File: src/rtl/register_load_and_reset_pkg.sv
// Shared constants and types for the parallel-load register with async clear.
// Provides the default word width, default reset word and the default word type.
package register_load_and_reset_pkg;

    localparam int REG_WIDTH_DEFAULT = 4;

    typedef logic [REG_WIDTH_DEFAULT-1:0] reg_word_t;

    localparam reg_word_t REG_RESET_VALUE_DEFAULT = '0;

endpackage : register_load_and_reset_pkg

File: src/rtl/register_load_and_reset_reg_bit_cell.sv
// One storage bit: a flop with load-enable recirculation and an async active-high
// clear to a per-instance reset level.
module reg_bit_cell #(
    parameter logic RESET_BIT = 1'b0
) (
    input  logic clk,
    input  logic reset,
    input  logic load,
    input  logic d_in,
    output logic q_out
);

    logic bit_d;
    logic bit_q;

    // Without load the flop recirculates its own value, so it holds across edges.
    always_comb begin
        bit_d = bit_q;
        if (load) begin
            bit_d = d_in;
        end
    end

    always_ff @(posedge clk or posedge reset) begin
        if (reset) begin
            bit_q <= RESET_BIT;
        end else begin
            bit_q <= bit_d;
        end
    end

    assign q_out = bit_q;

endmodule : reg_bit_cell

File: src/rtl/register_load_and_reset.sv
// Parameterised parallel-load register with load enable and asynchronous clear.
// Define REGISTER_LOAD_AND_RESET_PARITY_EN to add a registered even-parity output q_parity.
module register_load_and_reset
    import register_load_and_reset_pkg::*;
#(
    parameter int               WIDTH       = REG_WIDTH_DEFAULT,
    parameter logic [WIDTH-1:0] RESET_VALUE = WIDTH'(REG_RESET_VALUE_DEFAULT)
) (
    input  logic             clk,
    input  logic             reset,
    input  logic             load,
    input  logic [WIDTH-1:0] data_in,
    output logic [WIDTH-1:0] q_out
`ifdef REGISTER_LOAD_AND_RESET_PARITY_EN
    ,
    output logic             q_parity
`endif
);

    // Each bit gets its own reset level, so any RESET_VALUE pattern is supported.
    for (genvar i = 0; i < WIDTH; i++) begin : g_bit
        reg_bit_cell #(
            .RESET_BIT (RESET_VALUE[i])
        ) u_cell (
            .clk   (clk),
            .reset (reset),
            .load  (load),
            .d_in  (data_in[i]),
            .q_out (q_out[i])
        );
    end

`ifdef REGISTER_LOAD_AND_RESET_PARITY_EN
    localparam logic RESET_PARITY = ^RESET_VALUE;

    logic data_parity;

    // Parity is taken from the incoming word so it lands on the same edge as q_out.
    always_comb begin
        data_parity = ^data_in;
    end

    reg_bit_cell #(
        .RESET_BIT (RESET_PARITY)
    ) u_parity (
        .clk   (clk),
        .reset (reset),
        .load  (load),
        .d_in  (data_parity),
        .q_out (q_parity)
    );
`endif

endmodule : register_load_and_reset

File: config.mk
export PLATFORM = sky130hd
export DESIGN_NAME = register_load_and_reset
export DESIGN_NICKNAME = d
export VERILOG_FILES = /design/src/rtl/register_load_and_reset_pkg.sv /design/src/rtl/register_load_and_reset_reg_bit_cell.sv /design/src/rtl/register_load_and_reset.sv
export SDC_FILE = /design/constraint.sdc
export NUM_CORES = 1
export LEC_CHECK = 0
export ABC_CLOCK_PERIOD_IN_PS = 800
export CAP_MARGIN = 20
export CORE_AREA = 4 4 41 43
export DETAILED_ROUTE_END_ITERATION = 10
export DIE_AREA = 0 0 45 47
export PLACE_DENSITY_LB_ADDON = 0.12
export SETUP_SLACK_MARGIN = 0.5
export SYNTH_ARGS = -nofsm -noshare
export SYNTH_HDL_FRONTEND = slang
export SYNTH_SLANG_ARGS = --single-unit
File: constraint.sdc
create_clock -name clk -period 0.8 [get_ports clk]
set_input_delay 0.16 -clock clk [delete_from_list [all_inputs] [get_ports clk]]
set_output_delay 0.16 -clock clk [all_outputs]
set_load 0.01 [all_outputs]
==> results of run 1 <==
worst min-delay path by stage:
stage                     startpoint                                 to  slack [ns]  cells after the start
after CTS                      reset  g_bit[1].u_cell.q_out$_DFFE_PP0P_        0.11                      2
after detailed placement       reset  g_bit[0].u_cell.q_out$_DFFE_PP0P_        0.36                      2
after floorplan                reset  g_bit[0].u_cell.q_out$_DFFE_PP0P_       -0.07                      1
after global routing           reset  g_bit[3].u_cell.q_out$_DFFE_PP0P_        0.12                      2
after global placement         reset  g_bit[2].u_cell.q_out$_DFFE_PP0P_        0.36                      2
final                          reset  g_bit[3].u_cell.q_out$_DFFE_PP0P_        0.11                      2
kinds of logic (layout without fill, tap and decap cells):
family | after synthesis | after routing | synth area share [%]
buf+inv | 5 | 14 | 18.88
flops | 4 | 4 | 55.95
mux | 4 | 4 | 25.17
cell usage in the layout (no fill, tap or decap), drive strengths merged:
master,instances
inv,1
mux2,4
buf,4
dlygate4sd2,1
dfrtp,4
clkbuf,3
clkdlybuf4s50,5
layer usage:
metal	vias up	GRT usage (%)
met5	-	0
met4	0	1.754
met3	0	7.280
met2	7	5.932
met1	53	2.989
li1	59	-
power groups by stage:
stage / sequential [mW] / combinational [mW] / clock (mW)
global route: 0.235 / 0.0948 / 0.278
finish: 0.232 / 0.0869 / 0.243
CTS: 0.233 / 0.0901 / 0.256
detailed placement: 0.236 / 0.111 / 0
floorplan: 0.233 / 0.0645 / 0
global placement: 0.236 / 0.112 / 0
cell type report:
class                      instances  share of cell area (%)
clock buffer                       3                   8.372
sequential                         4                   37.21
timing repair buffer              10                   29.30
tap                               15                   6.977
multi-input combinational          4                   16.74
inverter                           1                   1.395
repair_timing:
| action | CTS | global route |
|---|---|---|
| endpoints found under the hold margin | 0 | 0 |
| gates cloned | 0 | 0 |
| setup endpoints to repair | 8 | 8 |
| resized for setup | 17 | 0 |
metrics by stage:
| stage | area, um2 | utilization, % |
|---|---|---|
| after detailed placement | 267.8 | 20.58 |
| after global placement | 267.8 | 20.58 |
| after CTS | 269.0 | 20.67 |
| after floorplan | 178.9 | - |
| after global routing | 269.0 | 20.67 |
| final | 269.0 | 20.67 |
==> insert_results.sql, run 1 <==
INSERT INTO impl_metrics (metric_group, metric, value, unit) VALUES
('setup_path', 'critPathCapture', 'q_out[0]', ''),
('place', 'placement.io_buffers', '10', ''),
('finish', 'drive_above_1_share', '50.00', '%'),
('timing', 'worstMarginPinSlew', '0.1694', 'ns'),
('timing', 'worst_slack', '-0.09104', 'ns'),
('drt', 'route.detailed.drc', '0', ''),
('status', 'result_of_the_run', 'complete, but fails checks', ''),
('yosys', 'synth-edff-count', '0', ''),
('die', 'effective_utilization_at_floorplan', '13.75', '%'),
('yosys', 'synth_warnings', '0', ''),
('setup_path', 'worst-setup-path-type', 'reg2out', ''),
('setup_path', 'timing.critical_path.slowest_stage_cell', 'sky130_fd_sc_hd__dfrtp_1', ''),
('clocking', 'numCtsBuffers', '3', ''),
('grt', 'grt_pass1_wl', '510', 'um'),
('clocking', 'tritoncts_num_sinks', '4', ''),
('timing', 'final.setup_skew', '0', 'ns'),
('place', 'placedCellCount', '34', ''),
('drt', 'num_vias', '119', ''),
('power', 'power.share.clock', '43.2', '%'),
('clocking', 'cts_htree_levels', '1', ''),
('finish', 'syn2layout_area_growth', '50.35', '%'),
('yosys', 'synth_top_area_share', '55.94', '%'),
('grt', 'grt_antenna_before_repair', '0', ''),
('timing', 'report.final.setup_viol', '4', ''),
('clocking', 'postCtsSetupRepairBufs', '0', ''),
('finish', 'filler_cell_count', '160', ''),
('flow_run', 'drv.max_cap_violation_count', '0', ''),
('setup_path', 'timing.critical_path.depth', '1', ''),
('power', 'comb_power_share', '15.5', '%'),
('clocking', 'tritoncts_clock_tree', 'yes', ''),
('power', 'overall_power_of_the_completed_layout', '0.5616', 'mW'),
('setup_path', 'setup.worst_path.start_class', 'flip-flop', ''),
('setup_path', 'worst_r2r_startpoint', 'g_bit[0].u_cell.q_out$_DFFE_PP0P_', ''),
('yosys', 'synth_common_cells', 'sky130_fd_sc_hd__buf_4 (4), sky130_fd_sc_hd__dfrtp_1 (4), sky130_fd_sc_hd__mux2_2 (4), sky130_fd_sc_hd__inv_1 (1)', ''),
('min_path', 'hp-class', 'in2async', ''),
('clocking', 'clkSlewWorstSetupHoldPaths', '0.04', 'ns'),
('setup_path', 'slowest_delay', '0.36', 'ns'),
('finish', 'area.sequential', '100.1', 'um2'),
('clocking', 'cts_hold_buf', '0', ''),
('die', 'core_area', '1301', 'um2'),
('setup_path', 'critPathMaxFanout', '2', ''),
('setup_path', 'crit_path_cell_trace', 'buf_2', ''),
('yosys', 'synth_top_area_cell', 'sky130_fd_sc_hd__dfrtp_1', ''),
('yosys', 'fraction_of_synthesis_flops_using_an_asynchronous_set_or_reset_pin', '100.0', '%'),
('clocking', 'max-clock-path-buffers', '2', ''),
('finish', 'final_cells', '37', ''),
('drt', 'detail-route-antenna-nets', '0', ''),
('drt', 'highest_layer', 'met3', ''),
('setup_path', 'r2r-end', 'g_bit[0].u_cell.q_out$_DFFE_PP0P_', ''),
('timing', 'max-slew-margin-rel', '88.71', '%'),
('place', 'place_worst_setup_slack', '-0.4098', 'ns'),
('drt', 'wl_met1', '119', 'um'),
('clocking', 'root_buffer', 'sky130_fd_sc_hd__clkbuf_4', ''),
('timing', 'highest_achievable_clock_rate', '1.122', 'GHz'),
('drt', 'via_per_inst', '3.216', ''),
('status', 'failed_checks', 'negative setup slack', ''),
('drt', 'wire_per_inst', '9.216', 'um'),
('setup_path', 'timing.critical_path.arrival', '0.73', 'ns'),
('timing', 'hold_violations', '0', ''),
('power', 'peakVddDrop', '1.103', 'mV'),
('yosys', 'syn_inst', '13', ''),
('yosys', 'synth_flop_cell', 'sky130_fd_sc_hd__dfrtp_1', ''),
('drt', 'met2_wirelength', '172', 'um'),
('setup_path', 'reg2regPathDepth', '1', ''),
('yosys', 'synth_cell_types', '4', ''),
('power', 'cell_int_power', '0.4460', 'mW'),
('place', 'routabilityCongestion', '0.5622', ''),
('timing', 'final_max_slew_viol_count', '0', ''),
('power', 'sequentialPowerShare', '41.3', '%'),
('drt', 'detail_route_met3_wl', '48', 'um'),
('drt', 'dr.pass1.iters', '2', '');
No activity file was read; power rests on OpenSTA's default activity.
==> run 2: changes to the inputs <==
--- a/config.mk
+++ b/config.mk
@@ -10,7 +10,9 @@
 export CORE_AREA = 4 4 41 43
 export DETAILED_ROUTE_END_ITERATION = 10
 export DIE_AREA = 0 0 45 47
+export MAX_ROUTING_LAYER = met4
 export PLACE_DENSITY_LB_ADDON = 0.12
+export REMOVE_ABC_BUFFERS = 1
 export SETUP_SLACK_MARGIN = 0.5
 export SYNTH_ARGS = -nofsm -noshare
 export SYNTH_HDL_FRONTEND = slang
==> run 2 against run 1 <==
Effect of this change: the run still ends with negative setup slack left; via count decreased by 3.4%; largest cell class unchanged; largest power group unchanged; clock power increased by 3%; routed wire length increased by 11%; hold slack got worse by 0.0036 ns; utilization unchanged; global-route usage increased by 0.14 points.
==> insert_results.sql, run 2 (synthesized netlist as in run 1, its figures left out) <==
INSERT INTO impl_metrics (metric_group, metric, value, unit) VALUES
('power', 'p_switching', '0.1253', 'mW'),
('flow_run', 'drv.max_cap_violation_count', '0', ''),
('drt', 'totalWireLength', '380', 'um'),
('die', 'core_area', '1301', 'um2'),
('die', 'fp-row-count', '13', ''),
('clocking', 'clkSlewWorstSetupHoldPaths', '0.04', 'ns'),
('clocking', 'max-clock-path-buffers', '2', ''),
('timing', 'max-slew-margin-rel', '87.93', '%'),
('setup_path', 'buffers_and_inverters_on_the_worst_path', '1', ''),
('die', 'effective_utilization_at_floorplan', '13.75', '%'),
('finish', 'drive_above_1_share', '54.55', '%'),
('clocking', 'root_buffer', 'sky130_fd_sc_hd__clkbuf_4', ''),
('place', 'placement.io_buffers', '10', ''),
('status', 'result_of_the_run', 'complete, but fails checks', ''),
('timing', 'final_max_slew_viol_count', '0', ''),
('place', 'place_worst_setup_slack', '-0.4196', 'ns'),
('finish', 'finalInstanceArea', '269.0', 'um2'),
('power', 'peakVddDrop', '0.4537', 'mV'),
('status', 'failed_checks', 'negative setup slack', ''),
('power', 'cell_int_power', '0.4468', 'mW'),
('drt', 'via_per_inst', '3.108', ''),
('timing', 'hold_violations', '0', ''),
('power', 'power.share.clock', '43.9', '%'),
('finish', 'syn2layout_area_growth', '50.35', '%'),
('place', 'routabilityCongestion', '0.5625', ''),
('clocking', 'cts_hold_buf', '0', ''),
('setup_path', 'timing.critical_path.arrival', '0.74', 'ns'),
('setup_path', 'critPathRequiredTime', '0.64', 'ns'),
('grt', 'grt_use_total', '4.579', '%'),
('power', 'swShare', '21.90', '%'),
('finish', 'antenna_cells_inserted', '0', ''),
('place', 'dpl_cell_area', '267.8', 'um2'),
('setup_path', 'critPathMaxFanout', '2', ''),
('timing', 'grt_setup_unrepaired', 'yes', ''),
('place', 'detailed_place_hpwl', '290.7', 'um'),
('timing', 'worstMarginPinSlew', '0.1810', 'ns'),
('die', 'die_height', '47', 'um'),
('setup_path', 'worst-setup-path-type', 'reg2out', ''),
('drt', 'detail-route-antenna-nets', '0', ''),
('drt', 'route.detailed.drc', '0', ''),
('setup_path', 'crit_path_end_kind', 'output pin', ''),
('grt', 'overflow', '0', ''),
('finish', 'largest_register_ffs', '4', ''),
('clocking', 'tritoncts_clock_tree', 'yes', ''),
('timing', 'final_worst_path_period_need', '0.8957', 'ns'),
('drt', 'initialDrtViolationCount', '2', ''),
('power', 'comb_power_share', '15.5', '%'),
('clocking', 'cts_htree_levels', '1', ''),
('timing', 'finalCritPeriodShare', '112.0', '%'),
('drt', 'dr.pass1.iters', '2', ''),
('die', 'chipWidth', '45', 'um'),
('clocking', 'postCtsSetupRepairBufs', '0', ''),
('power', 'power-per-cell-area', '2127', 'nW/um2'),
('grt', 'grt_pass1_wl', '572', 'um'),
('setup_path', 'setup.worst_path.start_class', 'flip-flop', ''),
('die', 'dieArea', '2115', 'um2'),
('power', 'leakagePower', '0.1212', 'nW'),
('clocking', 'numCtsBuffers', '3', ''),
('timing', 'final.setup_skew', '0', 'ns'),
('timing', 'report.final.setup_viol', '4', ''),
('finish', 'mostFrequentLayoutCell', 'sky130_fd_sc_hd__clkdlybuf4s50_1', ''),
('setup_path', 'worst_path_dominant_cell_family', 'flip-flops', ''),
('clocking', 'total_of_cells_resized_after_clock_tree_synthesis', '17', ''),
('clocking', 'clk-insertion-delay-late', '0.23', 'ns'),
('finish', 'layout.nets', '31', ''),
('setup_path', 'slowest_delay', '0.37', 'ns'),
('grt', 'grt_antenna_before_repair', '0', ''),
('finish', 'most-common-layout-cells', 'sky130_fd_sc_hd__clkdlybuf4s50_1 (5), sky130_fd_sc_hd__mux2_2 (4), sky130_fd_sc_hd__dfrtp_1 (4), sky130_fd_sc_hd__buf_2 (4), sky130_fd_sc_hd__clkbuf_4 (3)', ''),
('clocking', 'tritoncts_num_sinks', '4', ''),
('drt', 'num_vias', '115', ''),
('die', 'io_pins', '11', ''),
('setup_path', 'timing.critical_path.slowest_stage_cell', 'sky130_fd_sc_hd__dfrtp_1', ''),
('min_path', 'hp-class', 'in2async', ''),
('power', 'sequentialPowerShare', '40.6', '%'),
('grt', 'first_global_vias', '129', ''),
('drt', 'wire_per_inst', '10.27', 'um'),
('grt', 'grt_start_max_net_pins', '5', ''),
('timing', 'tns', '-0.3762', 'ns'),
('power', 'overall_power_of_the_completed_layout', '0.5721', 'mW'),
('timing', 'highest_achievable_clock_rate', '1.117', 'GHz'),
('setup_path', 'crit_path_cell_trace', 'buf_2', ''),
('timing', 'worst_slack', '-0.09565', 'ns');
==> run 2: cell count changes in the layout (fill, tap and decap cells not counted) <==
cell / previous run / this run
sky130_fd_sc_hd__inv_1: 1 / 0
sky130_fd_sc_hd__inv_2: 0 / 1
==> run 2: stage by stage <==
stage                     util [%]  hold slack [ns]  std cells
final                        20.67           0.1072         37
after global routing         20.67           0.1250         37
after CTS                    20.67           0.1154         37
after detailed placement     20.58           0.3625         34
after global placement       20.58           0.3705         34
after floorplan                  -         -0.07392          9
==> run 2: per-layer routing <==
| metal | routed length (um) | GRT usage [%] | share of wire, % |
|---|---|---|---|
| met3 | 57 | 3.065 | 15 |
| met2 | 166 | 4.520 | 44 |
| met1 | 155 | 4.577 | 41 |
| met4 | 0 | 7.018 | 0 |
| met5 | 0 | - | 0 |
==> run 2: cell type report <==
| cell class | count | area [um2] |
|---|---|---|
| inverter | 1 | 3.754 |
| multi-input combinational | 4 | 45.04 |
| tap | 15 | 18.77 |
| clock buffer | 3 | 22.52 |
| sequential | 4 | 100.1 |
| timing repair buffer | 10 | 78.83 |
| fill | 154 | 1032 |
==> run 2: power groups by stage <==
stage / registers [mW] / logic, mW / clock network (mW)
floorplan: 0.246 / 0.0244 / 0
global placement: 0.236 / 0.113 / 0
detailed placement: 0.236 / 0.112 / 0
CTS: 0.233 / 0.0905 / 0.265
global route: 0.235 / 0.0959 / 0.268
finish: 0.232 / 0.0885 / 0.251
==> run 2: worst paths after layout <==
| path | start | endpoint | slack, ns | depth (start not counted) |
|---|---|---|---|---|
| max | g_bit[0].u_cell.q_out$_DFFE_PP0P_ | q_out[0] | -0.1 | 1 |
| min | reset | g_bit[2].u_cell.q_out$_DFFE_PP0P_ | 0.11 | 2 |
| max reg2reg | g_bit[0].u_cell.q_out$_DFFE_PP0P_ | g_bit[0].u_cell.q_out$_DFFE_PP0P_ | 0.06 | 1 |
| min reg2reg | g_bit[2].u_cell.q_out$_DFFE_PP0P_ | g_bit[2].u_cell.q_out$_DFFE_PP0P_ | 0.50 | 1 |
| max in group asynchronous | reset | g_bit[0].u_cell.q_out$_DFFE_PP0P_ | 0.57 | 2 |
| min in group clk | load | g_bit[2].u_cell.q_out$_DFFE_PP0P_ | 0.43 | 2 |
